## src/rtl/muldiv_seq.sv

```systemverilog
// muldiv_seq - multi-cycle multiply/divide sequencer for the HI/LO unit.
//
// It has no adder of its own. It borrows the shared ALU through alu_src1_o,
// alu_src2_o and alu_ctrl_o. The ALU result comes back combinationally on
// alu_result_i in the same cycle.
//
// Ports:
//   clk_i, rst_i       clock; asynchronous active-high reset
//   start_i, op_i      request; op 00 MULTU, 01 MULT, 10 DIVU, 11 DIV
//   src1_i, src2_i     multiplicand/dividend, multiplier/divisor
//   flush_i            abort any in-flight operation
//   busy_o, done_o     busy outside IDLE; one-cycle completion pulse
//   div_zero_o         divide-by-zero flag, valid with done_o
//   hi_o, lo_o         product[2W-1:W]/remainder, product[W-1:0]/quotient
//   alu_*              shared ALU operand/control port and its result
//
// Build option: MULDIV_DIV_EN. When it is defined, DIVU/DIV are implemented.
// When it is undefined, divide requests complete early with zero results.
module muldiv_seq #(
    parameter int WIDTH            = 32,
    parameter int ALUCONTROL_WIDTH = 4
) (
    input  logic                        clk_i,
    input  logic                        rst_i,
    input  logic                        start_i,
    input  logic [1:0]                  op_i,
    input  logic [WIDTH-1:0]            src1_i,
    input  logic [WIDTH-1:0]            src2_i,
    input  logic                        flush_i,
    output logic                        busy_o,
    output logic                        done_o,
    output logic                        div_zero_o,
    output logic [WIDTH-1:0]            hi_o,
    output logic [WIDTH-1:0]            lo_o,
    output logic [WIDTH-1:0]            alu_src1_o,
    output logic [WIDTH-1:0]            alu_src2_o,
    output logic [ALUCONTROL_WIDTH-1:0] alu_ctrl_o,
    input  logic [WIDTH-1:0]            alu_result_i
);

    localparam int CW = (WIDTH > 1) ? $clog2(WIDTH) : 1;
    localparam logic [CW-1:0] LAST_ITER = CW'(WIDTH - 1);
    localparam logic [ALUCONTROL_WIDTH-1:0] ALU_ADD = ALUCONTROL_WIDTH'(4'b0010);
    localparam logic [ALUCONTROL_WIDTH-1:0] ALU_SUB = ALUCONTROL_WIDTH'(4'b0110);

    localparam logic [2:0] S_IDLE = 3'd0;
    localparam logic [2:0] S_PREP = 3'd1;
    localparam logic [2:0] S_ITER = 3'd2;
    localparam logic [2:0] S_FIX  = 3'd3;
    localparam logic [2:0] S_DONE = 3'd4;

    logic [2:0]       state_q, state_d;
    logic [1:0]       op_q, op_d;
    // h: multiply accumulator or remainder.
    // l: multiplier or dividend/quotient.
    // m: multiplicand or divisor.
    // Before PREP, l holds raw src1 and m holds raw src2.
    logic [WIDTH-1:0] h_q, h_d, l_q, l_d, m_q, m_d;
    logic [WIDTH-1:0] hi_q, hi_d, lo_q, lo_d;
    logic [CW-1:0]    cnt_q, cnt_d;
    logic             sign_q, sign_d;
    logic             dz_q, dz_d;
`ifdef MULDIV_DIV_EN
    logic             sign_r_q, sign_r_d;
`endif

    // Absolute values for PREP. Negation is done locally because the ALU
    // port is reserved for iterations.
    logic             a_neg, b_neg;
    logic [WIDTH-1:0] abs_a, abs_b;
    assign a_neg = op_q[0] & l_q[WIDTH-1];
    assign b_neg = op_q[0] & m_q[WIDTH-1];
    assign abs_a = a_neg ? -l_q : l_q;
    assign abs_b = b_neg ? -m_q : m_q;

    // Multiply step. The carry out of H+M is recovered from the unsigned
    // wrap of the ALU sum.
    logic             mul_carry;
    logic [WIDTH-1:0] mul_s;
    assign mul_carry = l_q[0] & (alu_result_i < h_q);
    assign mul_s     = l_q[0] ? alu_result_i : h_q;

    logic [2*WIDTH-1:0] prod_fix;
    assign prod_fix = sign_q ? -{h_q, l_q} : {h_q, l_q};

`ifdef MULDIV_DIV_EN
    // Restoring divide step on {R,Q} shifted left by one.
    logic             div_msb, div_ge;
    logic [WIDTH-1:0] div_r, div_qs;
    assign div_msb = h_q[WIDTH-1];
    assign div_r   = {h_q[WIDTH-2:0], l_q[WIDTH-1]};
    assign div_qs  = {l_q[WIDTH-2:0], 1'b0};
    assign div_ge  = div_msb | (div_r >= m_q);
`endif

    always_comb begin
        state_d    = state_q;
        op_d       = op_q;
        h_d        = h_q;
        l_d        = l_q;
        m_d        = m_q;
        hi_d       = hi_q;
        lo_d       = lo_q;
        cnt_d      = cnt_q;
        sign_d     = sign_q;
        dz_d       = dz_q;
`ifdef MULDIV_DIV_EN
        sign_r_d   = sign_r_q;
`endif
        alu_src1_o = '0;
        alu_src2_o = '0;
        alu_ctrl_o = ALU_ADD;

        case (state_q)
            S_IDLE: begin
                if (start_i && !flush_i) begin
                    state_d = S_PREP;
                    op_d    = op_i;
                    l_d     = src1_i;
                    m_d     = src2_i;
                end
            end
            S_PREP: begin
                sign_d = a_neg ^ b_neg;
`ifdef MULDIV_DIV_EN
                sign_r_d = a_neg;
`endif
                cnt_d  = '0;
                h_d    = '0;
                dz_d   = 1'b0;
                if (op_q[1]) begin
`ifdef MULDIV_DIV_EN
                    if (m_q == '0) begin
                        hi_d    = l_q;
                        lo_d    = '1;
                        dz_d    = 1'b1;
                        state_d = S_DONE;
                    end else begin
                        l_d     = abs_a;
                        m_d     = abs_b;
                        state_d = S_ITER;
                    end
`else
                    hi_d    = '0;
                    lo_d    = '0;
                    state_d = S_DONE;
`endif
                end else begin
                    l_d     = abs_b;
                    m_d     = abs_a;
                    state_d = S_ITER;
                end
            end
            S_ITER: begin
                cnt_d = cnt_q + CW'(1);
                if (cnt_q == LAST_ITER) state_d = S_FIX;
`ifdef MULDIV_DIV_EN
                if (op_q[1]) begin
                    alu_src1_o = div_r;
                    alu_src2_o = m_q;
                    alu_ctrl_o = ALU_SUB;
                    if (div_ge) begin
                        h_d = alu_result_i;
                        l_d = div_qs | WIDTH'(1);
                    end else begin
                        h_d = div_r;
                        l_d = div_qs;
                    end
                end else
`endif
                begin
                    alu_src1_o = h_q;
                    alu_src2_o = m_q;
                    alu_ctrl_o = ALU_ADD;
                    h_d = {mul_carry, mul_s[WIDTH-1:1]};
                    l_d = {mul_s[0], l_q[WIDTH-1:1]};
                end
            end
            S_FIX: begin
                state_d = S_DONE;
`ifdef MULDIV_DIV_EN
                if (op_q[1]) begin
                    lo_d = sign_q   ? -l_q : l_q;
                    hi_d = sign_r_q ? -h_q : h_q;
                end else
`endif
                begin
                    {hi_d, lo_d} = prod_fix;
                end
            end
            S_DONE:  state_d = S_IDLE;
            default: state_d = S_IDLE;
        endcase

        // A flush abandons the operation and leaves the visible results intact.
        if (flush_i && state_q != S_IDLE) begin
            state_d = S_IDLE;
            hi_d    = hi_q;
            lo_d    = lo_q;
            dz_d    = dz_q;
        end
    end

    always_ff @(posedge clk_i or posedge rst_i) begin
        if (rst_i) begin
            state_q  <= S_IDLE;
            op_q     <= '0;
            h_q      <= '0;
            l_q      <= '0;
            m_q      <= '0;
            hi_q     <= '0;
            lo_q     <= '0;
            cnt_q    <= '0;
            sign_q   <= 1'b0;
            dz_q     <= 1'b0;
`ifdef MULDIV_DIV_EN
            sign_r_q <= 1'b0;
`endif
        end else begin
            state_q  <= state_d;
            op_q     <= op_d;
            h_q      <= h_d;
            l_q      <= l_d;
            m_q      <= m_d;
            hi_q     <= hi_d;
            lo_q     <= lo_d;
            cnt_q    <= cnt_d;
            sign_q   <= sign_d;
            dz_q     <= dz_d;
`ifdef MULDIV_DIV_EN
            sign_r_q <= sign_r_d;
`endif
        end
    end

    assign busy_o     = (state_q != S_IDLE);
    assign done_o     = (state_q == S_DONE);
    assign div_zero_o = done_o & dz_q;
    assign hi_o       = hi_q;
    assign lo_o       = lo_q;

endmodule

```

## config.mk

```make
export PLATFORM = sky130hd
export DESIGN_NAME = muldiv_seq
export DESIGN_NICKNAME = d
export VERILOG_FILES = /design/src/rtl/muldiv_seq.sv
export SDC_FILE = /design/constraint.sdc
export NUM_CORES = 1
export LEC_CHECK = 0
export ABC_AREA = 1
export BUFFER_PORTS_ARGS = -buffer_cell sky130_fd_sc_hd__buf_2
export CORE_ASPECT_RATIO = 0.6
export CORE_MARGIN = 5
export CORE_UTILIZATION = 45
export CTS_CLUSTER_SIZE = 12
export DETAILED_ROUTE_END_ITERATION = 16
export PLACE_DENSITY_LB_ADDON = 0.25
export SYNTH_ARGS = -nofsm -noshare
export SYNTH_HDL_FRONTEND = slang
export SYNTH_SLANG_ARGS = --single-unit
```

## constraint.sdc

```tcl
create_clock -name clk_i -period 6.7 [get_ports clk_i]
set_input_delay 0.67 -clock clk_i [delete_from_list [all_inputs] [get_ports clk_i]]
set_output_delay 0.67 -clock clk_i [all_outputs]
set_load 0.01 [all_outputs]
```

-- After elaboration in Yosys (flattened, before gate mapping)
Cells that the tools add are included.
- add/sub/neg operators: 4
- magnitude comparators: 1
- equality and inequality tests: 10
- muxes and demuxes: 22
- bitwise gates (word level): 5
- reductions and logical operators: 14
- operators with widths (kind ; count):
    32-bit 2-to-1 mux ; 10
    32-bit case mux with 2 select lines ; 4
    32-bit case mux with 3 select lines ; 1
    64-bit 2-to-1 mux ; 1
    32-bit negation ; 2
    64-bit negation ; 1
    32-bit less-than comparator ; 1
    3-bit 2-to-1 mux ; 4
    3-bit case mux with 4 select lines ; 1
    5-bit case mux with 2 select lines ; 1
    3-bit AND reduction ; 3
    3-bit by 2-bit equality test with 1-bit output, second input constant ; 2
    2-bit inequality test, second input constant ; 3
    3-bit inequality test, second input constant ; 2
    2-bit nonzero test ; 3
    3-bit nonzero test ; 2
    5-bit by 1-bit adder with 5-bit output, second input constant ; 1
    5-bit equality test, second input constant ; 1
    2-bit AND reduction ; 2
    1-bit bitwise AND ; 3
    3-bit by 1-bit equality test with 1-bit output, second input constant ; 1
    3-bit equality test, second input constant ; 1
    3-bit zero test ; 1
    1-bit logical AND ; 2
    3 further kinds ; 3
- bits in registers: 171
- bits of input ports: 102
- output and inout bits: 135
- logic and storage cells: 65

-- Logic depth before layout (Yosys ltp)
- depth after elaboration: 5
- gate-level depth with buffers: 14
- gate-level depth less buffers: 13

-- Least setup slack after synthesis
No wires, ideal clock.
- kind: reg2reg
- start point: register l_q[0]
- end point: register m_q[20]
- setup time: 0.121 ns
- arrival: 2.168 ns
- data required time: 6.579 ns
- path slack: 4.411 ns
- cell stages (with the launch flop): 13
- path buffers: 2
- clock period less this slack: 2.289 ns
- cells stage by stage: dfrtp_1 > inv_1 > clkbuf_1 > clkbuf_1 > ha_1 > nand2_2 > nor2_4 > nand2_2 > nor2_8 > xor2_1 > nor2_1 > o21bai_1 > nand2_1
- word-level cells in the longest chain between the ends: 4
- RTL lines (item ; line ; text):
    start, declared ; 58 ; logic [WIDTH-1:0] h_q, h_d, l_q, l_d, m_q, m_d;
    start signal, assigned ; 223 ; l_q <= l_d;
    32-bit negation ; 73 ; assign abs_a = a_neg ? -l_q : l_q;
    32-bit 2-to-1 mux ; 73 ;
    32-bit 2-to-1 mux ; 131 ; if (op_q[1]) begin
    32-bit case mux with 2 select lines ; 114 ; case (state_q)
    end signal, assigned ; 224 ; m_q <= m_d;
    end, declared ; 58 ;
No other way between the ends. The select of a mux whose other input is x is not followed.
A chain may end at the register's enable or synchronous reset.

-- Worst setup path in the final report
- start point: register state_q[0]
- end point: output alu_src1_o[0]
- word-level cells in the longest chain between the ends: 2
- RTL lines (item ; line ; text):
    start, declared ; 52 ; logic [2:0] state_q, state_d;
    start signal, assigned ; 220 ; state_q <= state_d;
    3-bit by 2-bit equality test with 1-bit output ; 114 ;
    32-bit 2-to-1 mux ; 114 ;
    end, declared ; 35 ; output logic [WIDTH-1:0] alu_src1_o,
No other way between the ends.

==> results.md <==
* Initial Util at 45.5%
* CTS tree: built
* CP endpoint kind: primary output
* Placer congestion estimate at about 0.98
* Row cnt at 46
* Clock slew at reported path FFs at ~0.070 ns
* Synth top area share at between 30 and 40%
* Most instantiated library cell after synthesis: nand2_1
* RSZ-0062 raised after global routing: no
* Worst Max-Slew Pin Slew at between 1 and 1.5 ns
* CTS HTree Levels at 4
* Worst min-delay path class: in -> async
* Avg Cell Area, Syn at 6.92 um2
* CP required at 6.03 ns
* Max-cap violation count at 0
* Layout cell share with drive strength beyond 1 at roughly 17%
* Final Cycle Share at 47.4%
* Vias in the first global route at 11,800
* Leakage at 6.87 nW
* GRT Total Usage at between 20% and 30%
* Critical Path AT at between 2 and 3 ns
* Ys flop type: dfrtp_1
* Async SR Flop Fraction at 100%
* Die area at 30,000 um2
* Number of buffers added on ports at 231
* YS warnings at 0
* Die width at around 220 um
* Fin nets at 2,037
* Cell count after placement at ~2,200
* GRT overflow at 0
* Max VDD drop at approximately 0.23 mV
* Critical Path Start: state_q[0]$_DFFE_PP0P_
* Ant diodes at 0
* Fin. Hold Viols at 0
* Final std cells w/o fill at 2,273
* Setup Crit Path Kind: reg -> out
* Synth cell count leaders: 389 x nand2_1, 238 x nor2_1, 171 x dfrtp_1
* Boundary Pins at roughly 240
* DRC at 0
* Worst Path Max Fanout at 53
* Final ANT Viol Nets at 0
* Synth area leader: dfrtp_1
* 1st-iter DRT viols at approximately 1,600
* Flop-to-flop setup slack at between 3 and 4 ns
* Clock tree sinks at 171
* DRT Wirelength at roughly 45 mm
* Worst skew pair latency at 0.46 ns
* Hold Slack at a little over 0.4 ns
* Synth Instances at between 1,500 and 2,000
* Status: complete, no violations
* Placed Area at between 10,000 and 15,000 um2
* Dpl hpwl at 34.3 mm
* Largest cells by area after synthesis: dfrtp_1 36%, nand2_1 12%, nor2_1 7.5%
* Final Power at 6.55 mW
* Cts bufs inserted at 17
* CP startpoint kind: register
* Initial antenna violation count at 0
* Worst r2r src: state_q[1]$_DFFE_PP0P_
* Die Y at around 140 um
* Post-synth EDFFs at 0
* R2R Path End: l_q[27]$_DFFE_PP0P_
* Core Area at 26,200 um2
* Average wire per standard cell at 20.0 um
* Register area share after synthesis at 35.9%
* Vias at 13,000
* Area growth, synth to finish at 16.6%
* Post-Layout Inst Area at 13,900 um2
* Resized cells post-CTS at 0
* Final TNS setup at 0 ns
* Largest net degree at the start of global routing at between 100 and 150
* Yosys cell types at 53
* TritonRoute pass-1 iters at 8
* Clk_skew at roughly 0.012 ns
* Power per cell area at 471 nW/um2
* Worst R2R Path Depth at 8
* Post-CTS setup buffer count at 0
* Min Tclk post-route at 3.17 ns
* CTS Hold Bufs at 0
* Max Freq at between 0.3 and 0.4 GHz
* Root Driver: clkbuf_16
* Via density per instance at between 5 and 6
* FF+latch count, synth at roughly 170
* Slew Limit Fails at 0
* Syn Std Cell Area at about 12,000 um2
* CTS Buffer Depth at 2
* First-pass GRT wire length at between 60 and 70 mm
* Setup violators final at 0
* Worst slew margin at 22.1%
## stage by stage
stage / worst slack, ns / utilization (%)
3_5_place_dp: 3.71 / 50.4
2_1_floorplan: 1.40 / -
5_1_grt: 3.41 / 53.0
4_1_cts: 3.51 / 53.0
3_3_place_gp: 3.83 / 50.4
6_report: 3.53 / 53.0
## report_power, final
| part | switching (mW) | internal, mW |
|---|---|---|
| Sequential | 0.492 | 1.46 |
| Combinational | 2.38 | 1.06 |
| Clock | 0.445 | 0.709 |
| Total | 3.32 | 3.23 |
## placed cells by master (no fill, tap or decap), types with 3 or more instances in the layout
master / n
o21bai_1: 6
a221oi_1: 13
nor2_4: 10
nand3_2: 6
inv_2: 8
dfrtp_1: 170
buf_2: 231
nand3_1: 117
a211oi_1: 16
o211ai_1: 19
nor3_1: 10
nand2_1: 387
a21oi_1: 96
a21boi_0: 3
o21ai_1: 27
o21a_1: 5
a21boi_1: 3
nand2_2: 8
nor2_1: 238
o22ai_1: 38
a32o_1: 3
clkinvlp_4: 3
buf_4: 11
nand4_1: 20
conb_1: 5
a21o_1: 3
nor2_2: 11
a22oi_1: 30
clkbuf_16: 17
inv_1: 153
ha_1: 35
xor2_1: 19
bufinv_16: 6
o21ai_0: 154
clkbuf_1: 3
## sequential cells by signal (all words and copies together) (netlist names)
signal and cells:
h_q 32, hi_o 32, l_q 32, lo_o 32, m_q 32, cnt_q 5
state_q 3, op_q 2, sign_q 1
## worst max-delay path by stage
stage | endpoint | slack, ns | cells past startpoint
CTS | alu_src1_o[0] | 3.51 | 5
floorplan | cnt_q[0]$_DFFE_PP0N_ | 1.40 | 1
global route | l_q[27]$_DFFE_PP0P_ | 3.41 | 8
detailed placement | hi_o[28]$_DFFE_PP0P_ | 3.71 | 10
global placement | hi_o[28]$_DFFE_PP0P_ | 3.83 | 10
finish | alu_src1_o[0] | 3.53 | 5
## layer usage
metal	track usage (%)	up-vias	wire, um
li1	-	6122	-
met1	47.3	6142	21300
met2	40.8	730	18100
met3	7.63	49	5340
met4	6.17	0	572
met5	0	-	0
## layout make-up
type | count | area (um2)
Timing Repair Buffer | 242 | 1240
Tap cell | 360 | 450
Multi-Input combinational cell | 1303 | 6640
Fill cell | 2668 | 12300
Sequential cell | 171 | 4280
Clock buffer | 21 | 450
Clock inverter | 11 | 216
Inverter | 165 | 627
## worst max-delay path, stage by stage, from the launching register on
cell     delay, ns
dfrtp_1       0.41
nor2_1        0.25
nand2_4       0.39
buf_4         0.46
nor2_1        0.32
buf_2         0.20
## cells by family (layout without fill, tap and decap cells)
kind of cell,count (synthesis),count (layout),share of synthesized area (%)
xor+xnor,20,20,1.47
simple gates,816,816,29.1
flops,171,171,35.9
other cells,2,5,0.0629
mux,1,1,0.0944
fa+ha+maj,35,35,3.67
compound gates,426,426,21.0
buf+inv,253,439,8.70
No activity file was read; power rests on OpenSTA's default activity.
